**src/rtl/data_mem_access.sv**
```systemverilog
// Memory-stage load/store responder: drives a word-wide memory port with byte enables,
// stalls the pipeline until the access retires, and flags misalignment and memory timeouts.
module data_mem_access #(
  parameter int TIMEOUT = 16
) (
  input  logic        clk,
  input  logic        rst_n,
  input  logic        Enable_signal,
  input  logic        load_instr,
  input  logic        Size_enable,
  input  logic [31:0] address,
  input  logic [31:0] store_data,
  output logic [31:0] load_data,
  output logic        stall,
  output logic        done,
  output logic        align_err,
  output logic        timeout_err,
  output logic        mem_req,
  output logic        mem_we,
  output logic [29:0] mem_addr,
  output logic [3:0]  mem_be,
  output logic [31:0] mem_wdata,
  input  logic [31:0] mem_rdata,
  input  logic        mem_ready
);

  localparam int CW = (TIMEOUT > 1) ? $clog2(TIMEOUT) : 1;

  typedef enum logic [1:0] {S_IDLE, S_ACCESS, S_DONE} state_t;

  state_t        r_state;
  logic [CW-1:0] r_cnt;
  logic          r_load;
  logic          r_byte;
  logic [1:0]    r_lane;
  logic [7:0]    w_lane_byte;

  always_comb begin
    w_lane_byte = mem_rdata[7:0];
    case (r_lane)
      2'd1:    w_lane_byte = mem_rdata[15:8];
      2'd2:    w_lane_byte = mem_rdata[23:16];
      2'd3:    w_lane_byte = mem_rdata[31:24];
      default: w_lane_byte = mem_rdata[7:0];
    endcase
  end

  // Combinational so the pipeline holds in the very cycle a request is presented.
  assign stall = ((r_state == S_IDLE) && Enable_signal) || (r_state == S_ACCESS);

  always_ff @(posedge clk or negedge rst_n) begin
    if (!rst_n) begin
      r_state     <= S_IDLE;
      r_cnt       <= '0;
      r_load      <= 1'b0;
      r_byte      <= 1'b0;
      r_lane      <= 2'd0;
      load_data   <= '0;
      done        <= 1'b0;
      align_err   <= 1'b0;
      timeout_err <= 1'b0;
      mem_req     <= 1'b0;
      mem_we      <= 1'b0;
      mem_addr    <= '0;
      mem_be      <= '0;
      mem_wdata   <= '0;
    end else begin
      done        <= 1'b0;
      align_err   <= 1'b0;
      timeout_err <= 1'b0;
      case (r_state)
        S_IDLE: begin
          if (Enable_signal) begin
            r_load <= load_instr;
            r_byte <= Size_enable;
            r_lane <= address[1:0];
            if (!Size_enable && (address[1:0] != 2'b00)) begin
              r_state   <= S_DONE;
              done      <= 1'b1;
              align_err <= 1'b1;
            end else begin
              r_state  <= S_ACCESS;
              r_cnt    <= '0;
              mem_req  <= 1'b1;
              mem_we   <= !load_instr;
              mem_addr <= address[31:2];
              if (Size_enable) begin
                mem_be    <= 4'b0001 << address[1:0];
                mem_wdata <= {4{store_data[7:0]}};
              end else begin
                mem_be    <= 4'b1111;
                mem_wdata <= store_data;
              end
            end
          end
        end
        S_ACCESS: begin
          // Ready wins over the timeout on the final wait cycle.
          if (mem_ready || (r_cnt == CW'(TIMEOUT - 1))) begin
            r_state     <= S_DONE;
            done        <= 1'b1;
            timeout_err <= !mem_ready;
            mem_req     <= 1'b0;
            mem_we      <= 1'b0;
            mem_addr    <= '0;
            mem_be      <= '0;
            mem_wdata   <= '0;
            if (mem_ready && r_load) begin
              load_data <= r_byte ? {24'b0, w_lane_byte} : mem_rdata;
            end
          end else begin
            r_cnt <= r_cnt + 1'b1;
          end
        end
        S_DONE:  r_state <= S_IDLE;
        default: r_state <= S_IDLE;
      endcase
    end
  end

endmodule

```
**config.mk**
```make
export PLATFORM = sky130hd
export DESIGN_NAME = data_mem_access
export DESIGN_NICKNAME = d
export VERILOG_FILES = /design/src/rtl/data_mem_access.sv
export SDC_FILE = /design/constraint.sdc
export NUM_CORES = 1
export LEC_CHECK = 0
export BUFFER_PORTS_ARGS = -buffer_cell sky130_fd_sc_hd__buf_4
export CORE_MARGIN = 1.5
export CORE_UTILIZATION = 45
export CTS_BUF_LIST = sky130_fd_sc_hd__clkbuf_4
export DETAILED_ROUTE_END_ITERATION = 10
export PLACE_DENSITY = 0.85
export RECOVER_POWER = 100
export SLEW_MARGIN = 40
export SYNTH_ARGS = -nofsm -noshare
export SYNTH_HDL_FRONTEND = slang
export SYNTH_SLANG_ARGS = --single-unit
```
**constraint.sdc**
```tcl
create_clock -name clk -period 1.75 [get_ports clk]
set_input_delay 0.35 -clock clk [delete_from_list [all_inputs] [get_ports clk]]
set_output_delay 0.35 -clock clk [all_outputs]
set_load 0.1 [all_outputs]
```
==> results.sh <==
export IMPL_yosysWarningCount=0
export IMPL_worst_setup_path_end_kind="flop"
export IMPL_synth_cells=413
export IMPL_dp_cells=737
export IMPL_cts_clk_slew_worst_paths_ns=0.10
export IMPL_setup_tns_ns=0
export IMPL_via_count=4225
export IMPL_syn2layout_area_growth_pct=45.2
export IMPL_antenna_found_initial=0
export IMPL_yosysMostFrequentCell="dfrtp_1"
export IMPL_synth_top_cells_by_area="dfrtp_1 (59%), a22o_1 (7.1%), mux2i_1 (6.9%)"
export IMPL_r2r_cells=5
export IMPL_setup_viol=0
export IMPL_min_delay_start="address[2]"
export IMPL_ys_ff_latch=113
export IMPL_initial_core_util_pct=46.4
export IMPL_grt_overflow=0
export IMPL_cts_buffers=17
export IMPL_grt_max_degree=68
export IMPL_synth_top_cell_area_share_pct=58.8
export IMPL_layout_cells_non_filler=781
export IMPL_dr_first_iter_drc_count=254
export IMPL_diodes=0
export IMPL_crit_arrival_ns=2.10
export IMPL_hold_viol=0
export IMPL_cts_sinks=113
export IMPL_crit_fanout=33
export IMPL_maxCapViolations=0
export IMPL_ant_nets=0
export IMPL_synthArstFlopShare_pct=100
export IMPL_synth_cell_types=41
export IMPL_port_buffers=205
export IMPL_cts_tree="built"
export IMPL_maxSlewViolCount=0
export IMPL_post_drt_wl_per_cell_um=17.2
export IMPL_die_w_um=106
export IMPL_core_sq_um=10400
export IMPL_synth_common_cells="dfrtp_1 (113), nand2_1 (63), a22o_1 (39), mux2i_1 (33), o2bb2ai_1 (33)"
export IMPL_avgViaCountPerCell=5.41
export IMPL_worst_slew_pin_slew_ns=0.735
export IMPL_relSlewSlack_pct=51.0
export IMPL_ios=206
export IMPL_final_core_util_pct=67.4
export IMPL_drive_gt1_share_pct=40.9
export IMPL_place_congestion=0.810
export IMPL_finClkSkew_ns=0.0243
export IMPL_grtUsageTotal_pct=24.0
export IMPL_rsz0062_at_grt="false"
export IMPL_r2r_start="r_cnt[1]"
export IMPL_clk_latency_ns=0.49
export IMPL_hpwlAfterDp_mm=9.35
export IMPL_startpoint_type="flop"
export IMPL_nFillCells=782
export IMPL_synth_area_sq_um=4810
export IMPL_min_path_cells=2
export IMPL_grt_pass1_wl_mm=21.2
export IMPL_std_cell_rows=37
export IMPL_grt_pass1_vias=4285
export IMPL_die_area_sq_um=11300
export IMPL_cp_required_ns=2.13
export IMPL_cts_root_buf="clkbuf_4"
export IMPL_ys_seq_area_share_pct=58.8
export IMPL_crit_path_start="r_cnt[1]"
export IMPL_path_class="flop to flop"
export IMPL_synth_edf_count=0
export IMPL_setup_ws_ns=0.0302
export IMPL_clock_path_buffers=2
export IMPL_fp_dieH_um=106
export IMPL_synth_top_area_cell="dfrtp_1"
export IMPL_synth_ff_type="dfrtp_1"
export IMPL_layout_nets=735
export IMPL_syn_area_per_cell_sq_um=11.6
export IMPL_wirelength_mm=13.4
export IMPL_synth_nets=516
export IMPL_fmax_mhz=581
export IMPL_drc=0
export IMPL_hold_class="primary input to flop"
export IMPL_htree_levels=4
export IMPL_finalCritPeriodShare_pct=98.3
export IMPL_pre_cts_slack_ns=-0.120
export IMPL_fin_crit_ns=1.72
export IMPL_outcome="complete, no violations"
export IMPL_drtPass1Iterations=5
metrics by stage:
stage                     hold WS (ns)  area [sq um]
final                           0.0711          6990
after global routing           0.00140          6990
after CTS                       0.0186          6900
after detailed placement         0.301          6560
after global placement           0.300          6560
after floorplan                 0.0544          4830
sequential cells by signal, indices dropped and copies added (netlist names):
name         count
r_cnt            4
r_load           1
timeout_err      1
mem_req          1
mem_wdata       32
done             1
load_data       32
mem_be           4
r_state          2
align_err        1
r_lane           2
mem_we           1
mem_addr        30
r_byte           1
metal layers:
layer  GRT usage [%]  vias up  wire, um
met1            29.7     2063      5470
met3            8.83       20      1060
met4            8.40        0       242
met2            38.6      204      6660
met5               0        -         0
li1                -     1938         -
layout make-up:
cell class	count	area [sq um]	area share, %
well taps	136	170	2.44
multi-input cells	262	1830	26.2
repair buffers	235	1830	26.2
clock inverters	13	168	2.40
clock buffers	19	143	2.04
inverters	3	11.3	0.161
flip-flops and latches	113	2830	40.5
critical path, stage by stage, from the launching register on:
cell and delay (ns):
dfrtp_1 0.37, ha_1 0.19, a31oi_2 0.13, a221o_2 0.44, clkbuf_16 0.23, a22o_1 0.24
layout by cell type, fill, tap and decap left out, drive strengths merged, types with 3 or more instances in the layout:
cell type / n
mux2i: 33
nand2b: 3
o2bb2ai: 33
nor3: 12
dlygate4sd3: 4
a21oi: 3
bufinv: 4
nand2: 63
o21ai: 4
clkbuf: 24
nand3b: 24
a21o: 4
a211oi: 8
dfrtp: 113
nor2: 11
inv: 3
a22o: 39
clkinv: 7
buf: 226
cells by family (layout without fill, tap and decap cells):
logic type | Yosys count | in the layout | share of synthesized area (%)
AND/OR/NAND/NOR | 128 | 128 | 13.6
adder cells (fa/ha/maj) | 1 | 1 | 0.260
flip-flops | 113 | 113 | 58.8
AO/OA/AOI/OAI | 98 | 98 | 16.8
XOR/XNOR | 2 | 2 | 0.364
multiplexers | 33 | 33 | 6.87
buffers and inverters | 38 | 270 | 3.35
final timing paths:
kind                            endpoint  slack [ns]
max                         mem_wdata[4]        0.03
min reg2reg                load_data[10]        0.48
min                          mem_addr[0]        0.07
min in group asynchronous      align_err        0.45
max in group asynchronous   mem_addr[28]        0.25
max reg2reg                 mem_wdata[4]        0.03
timing repair:
item                                    CTS  global route
gates cloned                              0             1
endpoints found under the setup margin    1            37
pin swaps                                 0             1
buffers inserted                          0             7
gates resized for setup                   3             3
hold buffers                              2             2
hold endpoints to repair                 26             2
Power is left out: the tool's default activity adds up to more than one toggle a clock period on the data nets, which glitch-free logic cannot reach.
